**src/rtl/dd_clk_gate_ctrl.sv**
```systemverilog
// Data-driven clock-gate controller: forwards changed samples and raises EN only around activity.
// Latency: 1 cycle from D_IN/VALID/FORCE_EN to D_OUT/EN/STATE/GATED_CNT (all registered).
// Backpressure: none; a sample is accepted on every edge where VALID=1, and repeats are counted as gated.
module dd_clk_gate_ctrl #(
  parameter int WIDTH       = 4,
  parameter int HOLD_CYCLES = 2,
  parameter int CNT_W       = 8
) (
  input  logic             CLK,
  input  logic             RST,
  input  logic [WIDTH-1:0] D_IN,
  input  logic             VALID,
  input  logic             FORCE_EN,
  output logic [WIDTH-1:0] D_OUT,
  output logic             EN,
  output logic [1:0]       STATE,
  output logic [CNT_W-1:0] GATED_CNT
);

  typedef enum logic [1:0] {
    IDLE   = 2'd0,
    ACTIVE = 2'd1,
    HOLD   = 2'd2
  } state_t;

  // Hold counter only ever holds values up to HOLD_CYCLES-1.
  localparam int HCNT_W = (HOLD_CYCLES > 1) ? $clog2(HOLD_CYCLES) : 1;
  localparam logic [HCNT_W-1:0] HOLD_LOAD =
    (HOLD_CYCLES > 0) ? HCNT_W'(HOLD_CYCLES - 1) : '0;

  state_t            state;
  state_t            state_nxt;
  logic [HCNT_W-1:0] hcnt;
  logic [HCNT_W-1:0] hcnt_nxt;
  logic              chg;
  logic              en_nxt;
  logic              gate_inc;

  // Change detect, hysteresis next-state, enable and gated-sample qualifier.
  always_comb begin
    // VALID gates the compare so an X on D_IN while idle never reaches chg.
    chg       = VALID && (D_IN != D_OUT);
    state_nxt = state;
    hcnt_nxt  = hcnt;
    case (state)
      IDLE: begin
        if (chg) state_nxt = ACTIVE;
      end
      ACTIVE: begin
        if (!chg) begin
          if (HOLD_CYCLES > 0) begin
            state_nxt = HOLD;
            hcnt_nxt  = HOLD_LOAD;
          end else begin
            state_nxt = IDLE;
          end
        end
      end
      HOLD: begin
        // A change arriving on the expiry edge still wins and re-activates.
        if (chg) begin
          state_nxt = ACTIVE;
          hcnt_nxt  = '0;
        end else if (hcnt == '0) begin
          state_nxt = IDLE;
        end else begin
          hcnt_nxt = hcnt - 1'b1;
        end
      end
      default: begin
        state_nxt = IDLE;
        hcnt_nxt  = '0;
      end
    endcase
    en_nxt   = (state_nxt != IDLE) || FORCE_EN;
    gate_inc = VALID && !chg && !en_nxt;
  end

  // FSM state and hold counter registers.
  always_ff @(posedge CLK or posedge RST) begin
    if (RST) begin
      state <= IDLE;
      hcnt  <= '0;
    end else begin
      state <= state_nxt;
      hcnt  <= hcnt_nxt;
    end
  end

  // Shadow/forwarded data, registered enable and saturating gated-sample count.
  always_ff @(posedge CLK or posedge RST) begin
    if (RST) begin
      D_OUT     <= '0;
      EN        <= 1'b0;
      GATED_CNT <= '0;
    end else begin
      if (chg) D_OUT <= D_IN;
      EN <= en_nxt;
      if (gate_inc && (GATED_CNT != '1)) GATED_CNT <= GATED_CNT + 1'b1;
    end
  end

  assign STATE = state;

endmodule

```
**config.mk**
```make
export PLATFORM = sky130hd
export DESIGN_NAME = dd_clk_gate_ctrl
export DESIGN_NICKNAME = d
export VERILOG_FILES = /design/src/rtl/dd_clk_gate_ctrl.sv
export SDC_FILE = /design/constraint.sdc
export NUM_CORES = 1
export LEC_CHECK = 0
export ABC_CLOCK_PERIOD_IN_PS = 2130
export BUFFER_PORTS_ARGS = -buffer_cell sky130_fd_sc_hd__buf_2
export CAP_MARGIN = 20
export CORE_UTILIZATION = 49
export CTS_BUF_LIST = sky130_fd_sc_hd__clkbuf_16
export CTS_CLUSTER_SIZE = 20
export DETAILED_ROUTE_END_ITERATION = 10
export PLACE_DENSITY = 0.86
export SYNTH_ARGS = -nofsm -noshare
export SYNTH_HDL_FRONTEND = slang
export SYNTH_SLANG_ARGS = --single-unit
```
**constraint.sdc**
```tcl
create_clock -name CLK -period 2.13 [get_ports CLK]
set_clock_uncertainty 0.15 [all_clocks]
set_input_delay 0.1065 -clock CLK [delete_from_list [all_inputs] [get_ports CLK]]
set_output_delay 0.1065 -clock CLK [all_outputs]
set_load 0.05 [all_outputs]
```
# Yosys cells after proc, flatten, opt, wreduce, memory -nomap -nowiden
# Index checks and enable logic that the tools add are counted.
[classes]
mul = 0
bitwise = 1
n_div = 0
shifts = 0
order_cmp = 0
n_reduce_logical = 10
n_mux = 9
add_sub_neg = 2
eq_ne = 5
[ops]
columns = ["operator", "count"]
rows = [
  ["adder 8 x 1 -> 8 bit, second input constant", 1],
  ["two-way mux 2 bit", 4],
  ["inequality test 8 bit, second input constant", 1],
  ["one-hot mux 2 bit (3 select lines)", 1],
  ["logical AND 1 bit", 4],
  ["inequality test 4 bit", 1],
  ["two-way mux 1 bit", 3],
  ["one-hot mux 1 bit (3 select lines)", 1],
  ["== test 2 x 1 -> 1 bit, second input constant", 1],
  ["== test 2 bit, second input constant", 1],
  ["zero test 1 bit", 2],
  ["zero test 2 bit", 1],
  ["inequality test 2 bit, second input constant", 1],
  ["AND reduction 2 bit", 1],
  ["nonzero test 2 bit", 1],
  ["logical OR 1 bit", 1],
  ["inverter 1 bit", 1],
  ["subtractor 1 bit, second input constant", 1],
]
[word_totals]
mem_bits_rw = 0
mem_count = 0
ff_bits = 16
latchBits = 0
romBits = 0

# Longest topological paths before layout
# Gate-level depths: netlist of the first run.
[logic_depth]
word_depth = 9
depth_mapped = 5
depth_no_buf = 4

# Least setup slack after synthesis of the first run
# No wires, ideal clock.
[synth_timing]
path_type = "register to register"
startpoint = "register GATED_CNT[0]"
endpoint = "register GATED_CNT[1]"
n_path_buf = 1
stages_incl_launch_ff = 6
t_arrival_ns = 1.776
setup_slack_ns = 0.079
setup_ns = 0.125
period_less_slack_ns = 2.051
path_cell_list = "dfrtp_1 > ha_1 > and4_4 > buf_6 > nor3_2 > mux2_4"
[synth_between]
elab_chain_len = 2
elab_cells_between_ends = 3
classes_between = "add/sub: 1; eq/ne: 1; reduce/logical: 1"
[synth_rtl]
columns = ["element", "line_no", "rtl"]
rows = [
  ["start, declared", "17", "output logic [CNT_W-1:0] GATED_CNT"],
  ["start signal, assigned", "99", "if (gate_inc && (GATED_CNT != '1)) GATED_CNT <= GATED_CNT + 1'b1;"],
  ["parallel branches: the longest is 2 deep, another holds adder 8 x 1 -> 8 bit", "n/a", ""],
]
# Several ways; the timed one is not identified.
# A chain may end at the register's enable or synchronous reset.

# Final worst setup path of the first run
[layout_timing]
startpoint = "input port D_IN[3]"
endpoint = "register GATED_CNT[3]"
[layout_between]
elab_chain_len = 9
elab_cells_between_ends = 13
classes_between = "eq/ne: 1; mux: 4; reduce/logical: 8"
[layout_rtl]
columns = ["element", "line_no", "rtl"]
rows = [
  ["start, declared", "11", "input logic [WIDTH-1:0] D_IN,"],
  ["inequality test 4 bit *", "42", "chg = VALID && (D_IN != D_OUT);"],
  ["logical AND 1 bit *", "42", ""],
  ["two-way mux 2 bit, on equally long branches", "61, 47, 50", ""],
  ["one-hot mux 2 bit (3 select lines)", "45", "case (state)"],
  ["nonzero test 2 bit", "75", "en_nxt = (state_nxt != IDLE) || FORCE_EN;"],
  ["logical OR 1 bit", "75", ""],
  ["zero test 1 bit", "76", "gate_inc = VALID && !chg && !en_nxt;"],
  ["logical AND 1 bit *", "76", ""],
  ["logical AND 1 bit *", "99", ""],
]
# Every way passes the cells marked *; elsewhere a longest branch is shown, timed or not.

==> results of run 1 <==
worst max-delay path, delay by kind of cell:
family	cells	cell delay [ns]
buffers and inverters	3	0.95
AND/OR/NAND/NOR	2	0.55
XOR/XNOR	2	0.33
path summary, 6_finish.rpt:
kind	from	end	cells after the start
max reg2reg	D_OUT[3]$_DFFE_PP0P_	GATED_CNT[3]$_DFFE_PP0P_	5
max	D_IN[3]	GATED_CNT[3]$_DFFE_PP0P_	7
min	VALID	STATE[0]$_DFF_PP0_	3
max in group asynchronous	RST	GATED_CNT[4]$_DFFE_PP0P_	3
min reg2reg	GATED_CNT[7]$_DFFE_PP0P_	GATED_CNT[7]$_DFFE_PP0P_	1
min in group asynchronous	RST	D_OUT[1]$_DFFE_PP0P_	3
per-stage QoR:
step	cell area [µm²]	setup slack, ns	utilization
finish	1080	0.212	0.700
global route	1080	0.0565	0.700
CTS	1080	0.253	0.700
detailed placement	941	0.314	0.610
global placement	941	0.326	0.610
floorplan	825	0.0789	-
kinds of logic after synthesis:
logic type | Yosys count
XOR/XNOR | 11
AO/OA/AOI/OAI | 7
flip-flops | 16
AND/OR/NAND/NOR | 20
buffers and inverters | 5
adder cells (fa/ha/maj) | 1
multiplexers | 5
cells in the final DEF (no fill, tap or decap), drive strengths merged, types with 3 or more instances in the layout:
cell type    count
and4             3
buf             23
clkbuf           3
dfrtp           16
dlygate4sd3      6
mux2             5
nand2            3
nor4             5
xnor2            4
xor2             7
routing by layer:
layer  global-route usage  share of wire  vias up
met3               0.0383          0.046        5
met1                0.254           0.42      296
li1                     -              -      295
met5                    0              0        -
met2                0.339           0.50       21
met4                0.127          0.027        0
what timing repair did:
action | CTS | global route
buffers inserted | 0 | 0
hold buffers | 6 | 0
hold endpoints to repair | 21 | 0
layout make-up:
| type | count | share of cell area |
|---|---|---|
| multi-input cells | 44 | 0.366 |
| well taps | 16 | 0.0185 |
| clock inverters | 1 | 0.00348 |
| inverters | 2 | 0.00695 |
| clock buffers | 3 | 0.0695 |
| flip-flops and latches | 16 | 0.371 |
| repair buffers | 29 | 0.165 |
sequential cells by signal, summed over array words and instances (netlist names):
name,cells
EN,1
STATE,2
hcnt,1
D_OUT,4
GATED_CNT,8
power by group:
part / switching [µW] / internal (µW)
registers: 44.6 / 340
logic: 168 / 80.3
clock network: 116 / 249
total: 329 / 669
==> impl_results.md, run 1 <==
* Synth-to-Final Area Change at 31.0%
* CP required at 2.15 ns
* TritonCTS clock tree: done
* Commonest cells in the netlist: dfrtp_1 (16), xor2_1 (7), nor4_2 (5)
* Tcrit/Tclk final at 0.901
* Final setup TNS at 0 ns
* Fin. max-slew vios at 0
* Crit Path Category: input port to flop
* Largest cells by area after synthesis: dfrtp_1 (49%), nor4_2 (7.6%), xor2_1 (7.4%)
* Worst path cell trace: dlygate4sd3_1, buf_2, xnor2_1, nand4_1, buf_4, nor4_2, xor2_1
* Initial Util at 0.535
* Vias at 617
* Die height at 43.0 µm
* CTS Buffer Depth at 2
* Wire per inst at 14.5 µm
* Drt via density at 5.56
* DRT iter0 DRCs at 19
* Number of synthesized flops with an enable pin at 0
* Post-route DRC at 0
* N_diodes at 0
* P per Cell Area at 925 mW/mm²
* Die area at 0.00185 mm²
* Synth Area in Simple Gates at 0.220
* Hold WS at 0.0257 ns
* Ys flop type: dfrtp_1
* Global route overflow at 0
* Worst VDD drop at 0.651 mV
* Post_cts resized at 0
* Pin count of the biggest net entering global routing at 17
* CP endpoint kind: flop
* I/O Buffers at 22
* Row count at 14
* Synth Area in Compound Gates at 0.0546
* Total Wirelength at 1610 µm
* Later-pin clock latency in the skew report at 0.25 ns
* Avg Cell Area, Syn at 12.7 µm²
* First-pass GRT wire length at 2790 µm
* Worst hold path class: input port to flop
* Final #Nets at 105
* Cell with the largest stage delay on the worst path: dlygate4sd3_1
* Routed Antenna Nets at 0
* Drt pass-1 iters at 4
* Final Setup Violations at 0
* Area leader, netlist: dfrtp_1
* Dpl cells at 101
* Max cap viols at 0
* Reg area at 400 µm²
* Worst-path clk slew at 0.05 ns
* Core footprint at 0.00154 mm²
* Register area share after synthesis at 0.486
* Crit path max fanout at 6
* Relative slew margins at 0.596
* Total track usage at 0.209
* Die X at 43.0 µm
* Clock period minus worst slack at 1.92 ns
* Total chip power at 998 µW
* Antenna violations before repair at 0
* Vias in the first global route at 616
* FF-to-FF setup slack at 0.31 ns
* Post-Syn Area at 825 µm²
* Cells after synthesis at 65
* CTS buffer count at 3
* Synthesized Nets at 74
* Placer Congestion at 0.757
* Adder-cell area share of the yosys netlist at 0.0152
* Root buffer cell: clkbuf_16
* Warnings, synthesis at 0
* Layout cell share with drive strength beyond 1 at 0.432
* Critical Path AT at 1.94 ns
* RSZ-0062 raised after global routing: no
* Multiplexer area fraction after synthesis at 0.0728
* Share of the synthesized area in the top cell type at 0.486
* Post-synth ARST share at 1.00
* Combinational family with the most area after synthesis: simple AND/OR/NAND/NOR gates
* Non-Filler Instances at 111
* Footprint of the multi-input gates at 395 µm²
* F_max at 521 MHz
* Crit path largest cell delay at 0.54 ns
* Hpwl dp at 1020 µm
* Fillers at 112
* Fin. Hold Viols at 0
* Outcome: finished clean
* H-tree depth at 1
* Num Clock Sinks at 16
* Count of different cell masters after synthesis at 25
* LEAKAGE at 0.000528 µW
* Critical path launch point type: input port
* Num ports at 23
* Cell with the most instances after synthesis: dfrtp_1
* Seq cells post-synth at 16
* Worst-Margin Slew at 0.605 ns
* Xor and xnor area share after synthesis at 0.117
Power figures use the tool's default switching activity.
==> inputs of run 2 (changes only) <==
Settings changed: ABC_CLOCK_PERIOD_IN_PS 2130 to 1970.
Clock period 2.13 ns to 1.97 ns, I/O delays scaled along.
==> impl_results.md, run 2 (synthesis results as in run 1) <==
* Crit-path leading delay family: simple AND/OR/NAND/NOR gates (was buffers and inverters)
* Crit path largest cell delay at 0.44 ns (was 0.54 ns)
* Vias in the first global route at 682 (was 616)
* Critical path launch point type: flop (was input port)
* Internal power at 730 µW (was 669 µW)
* Design area at 0.00109 mm² (was 0.00108 mm²)
* Final Setup Violations at 0 (unchanged)
* Row count at 14 (unchanged)
* Routed Antenna Nets at 0 (unchanged)
* Die height at 43.0 µm (unchanged)
* Crit path max fanout at 7 (was 6)
* Max cap viols at 0 (unchanged)
* Psw at 354 µW (was 329 µW)
* Largest register FFs at 8 (unchanged)
* Die area at 0.00185 mm² (unchanged)
* Worst VDD drop at 0.747 mV (was 0.651 mV)
* Placer Congestion at 0.710 (was 0.757)
* Post-DP Area at 955 µm² (was 941 µm²)
* Drt pass-1 iters at 4 (unchanged)
* Worst-path clk slew at 0.05 ns (about the same)
* Commonest non-fill, non-tap cell in the layout: buf_2 (unchanged)
* N_diodes at 0 (unchanged)
* First-pass GRT wire length at 2880 µm (was 2790 µm)
* Relative slew margins at 0.596 (about the same)
* Final #Nets at 106 (was 105)
* Worst-Margin Slew at 0.605 ns (about the same)
* Num ports at 23 (unchanged)
* Wire per inst at 14.7 µm (was 14.5 µm)
* Most flop-heavy register: GATED_CNT (unchanged)
* H-tree depth at 1 (unchanged)
* TritonCTS clock tree: done (unchanged)
* Fin. Hold Viols at 0 (unchanged)
* Worst hold path class: input port to flop (unchanged)
* Critical Path AT at 1.77 ns (was 1.94 ns)
* Synth-to-Final Area Change at 32.6% (was 31.0%)
* Num Clock Sinks at 16 (unchanged)
* Clock power share at 0.359 (was 0.366)
* Total track usage at 0.218 (was 0.209)
* Antenna violations before repair at 0 (unchanged)
* Most frequent cells in the layout: buf_2 (22), dfrtp_1 (11), xor2_1 (7), dlygate4sd3_1 (6) (was buf_2 (22), dfrtp_1 (16), xor2_1 (7), dlygate4sd3_1 (6), nor4_2 (5))
* Vias at 645 (was 617)
* LEAKAGE at 0.000525 µW (was 0.000528 µW)
* CP endpoint kind: flop (unchanged)
* Total chip power at 1080 µW (was 998 µW)
* Core footprint at 0.00154 mm² (unchanged)
* Outcome: finished clean (unchanged)
* Share of power burned in registers at 0.387 (was 0.385)
* CP required at 1.95 ns (was 2.15 ns)
* Global route overflow at 0 (unchanged)
* CTS buffer count at 3 (unchanged)
* Root buffer cell: clkbuf_16 (unchanged)
* I/O Buffers at 22 (unchanged)
* Clock period minus worst slack at 1.79 ns
* RSZ-0062 raised after global routing: no (unchanged)
* Non-Filler Instances at 112 (was 111)
* Total Wirelength at 1650 µm (was 1610 µm)
* Pin count of the biggest net entering global routing at 17 (unchanged)
* Switching Fraction at 0.327 (was 0.330)
* Comb power frac at 0.254 (was 0.249)
* P per Cell Area at 991 mW/mm² (was 925 mW/mm²)
* Post_cts resized at 0 (unchanged)
* Initial Util at 0.535 (unchanged)
* CTS Buffer Depth at 2 (unchanged)
* Layout cell share with drive strength beyond 1 at 0.490 (was 0.432)
* DRT iter0 DRCs at 15 (was 19)
* Crit Path Category: flop to flop (was input port to flop)
* Cell with the largest stage delay on the worst path: dfrtp_2 (was dlygate4sd3_1)
* Drt via density at 5.76 (was 5.56)
* F_max at 558 MHz
* Tcrit/Tclk final at 0.909
* Post-route DRC at 0 (unchanged)
* Die X at 43.0 µm (unchanged)
* Dpl cells at 102 (was 101)
* Fin. max-slew vios at 0 (unchanged)
* Later-pin clock latency in the skew report at 0.24 ns (was 0.25 ns)
* Worst path cell trace: ha_1, and4_4, nor3_2, mux2_4 (was dlygate4sd3_1, buf_2, xnor2_1, nand4_1, buf_4, nor4_2, xor2_1)
* Hpwl dp at 1100 µm (was 1020 µm)
* Final setup TNS at 0 ns (unchanged)
* Buf+Inv Stages, Crit Path at 0 (was 3)
## run 2: cell types whose count changed in the layout (fill, tap and decap cells not counted), sizes merged
cell | before | now
buf | 23 | 24
## run 2: power groups by stage
stage,Sequential [µW],Clock [µW],Combinational [µW]
after global placement,417,0,258
after floorplan,530,0,87.5
after CTS,418,404,273
after detailed placement,422,0,264
final,419,390,275
after global routing,428,411,296
## run 2: final cells by class
class / count / area [µm²]
inverters: 2 / 7.51
fillers: 108 / 448
clock inverters: 1 / 3.75
flip-flops and latches: 16 / 407
well taps: 16 / 20.0
multi-input cells: 44 / 395
repair buffers: 30 / 185
clock buffers: 3 / 75.1
## run 2: worst min-delay path: stages
cell and delay (ns):
buf_2 0.16, nand2_1 0.07, a21oi_1 0.04
## run 2: metal layers
| layer | track usage | vias up | share of wire | wire length, µm |
|---|---|---|---|---|
| li1 | - | 298 | - | - |
| met1 | 0.230 | 310 | 0.39 | 646 |
| met2 | 0.382 | 30 | 0.52 | 850 |
| met3 | 0.0426 | 7 | 0.048 | 79 |
| met4 | 0.152 | 0 | 0.042 | 69 |
| met5 | 0 | - | 0 | 0 |
## run 2: what timing repair did
item,CTS,global route
endpoints found under the hold margin,21,0
hold buffers,6,0
setup buffers,0,0
## run 2: worst paths after layout
| path | startpoint | endpoint | slack [ns] | cells after the start |
|---|---|---|---|---|
| min in group asynchronous | RST | D_OUT[3]$_DFFE_PP0P_ | 0.34 | 3 |
| min | VALID | STATE[0]$_DFF_PP0_ | 0.02 | 3 |
| min reg2reg | GATED_CNT[5]$_DFFE_PP0P_ | GATED_CNT[5]$_DFFE_PP0P_ | 0.32 | 1 |
| max in group asynchronous | RST | GATED_CNT[2]$_DFFE_PP0P_ | 0.90 | 3 |
| max reg2reg | GATED_CNT[0]$_DFFE_PP0P_ | GATED_CNT[1]$_DFFE_PP0P_ | 0.18 | 4 |
| max | GATED_CNT[0]$_DFFE_PP0P_ | GATED_CNT[1]$_DFFE_PP0P_ | 0.18 | 4 |
## run 2: stage by stage
stage / setup WS, ns / hold slack [ns] / utilization
4_1_cts: 0.180 / 0.0103 / 0.709
2_1_floorplan: 0.0136 / -0.138 / -
3_5_place_dp: 0.181 / 0.0509 / 0.619
6_report: 0.179 / 0.0182 / 0.709
3_3_place_gp: 0.238 / 0.0453 / 0.619
5_1_grt: 0.0698 / 0.0506 / 0.709
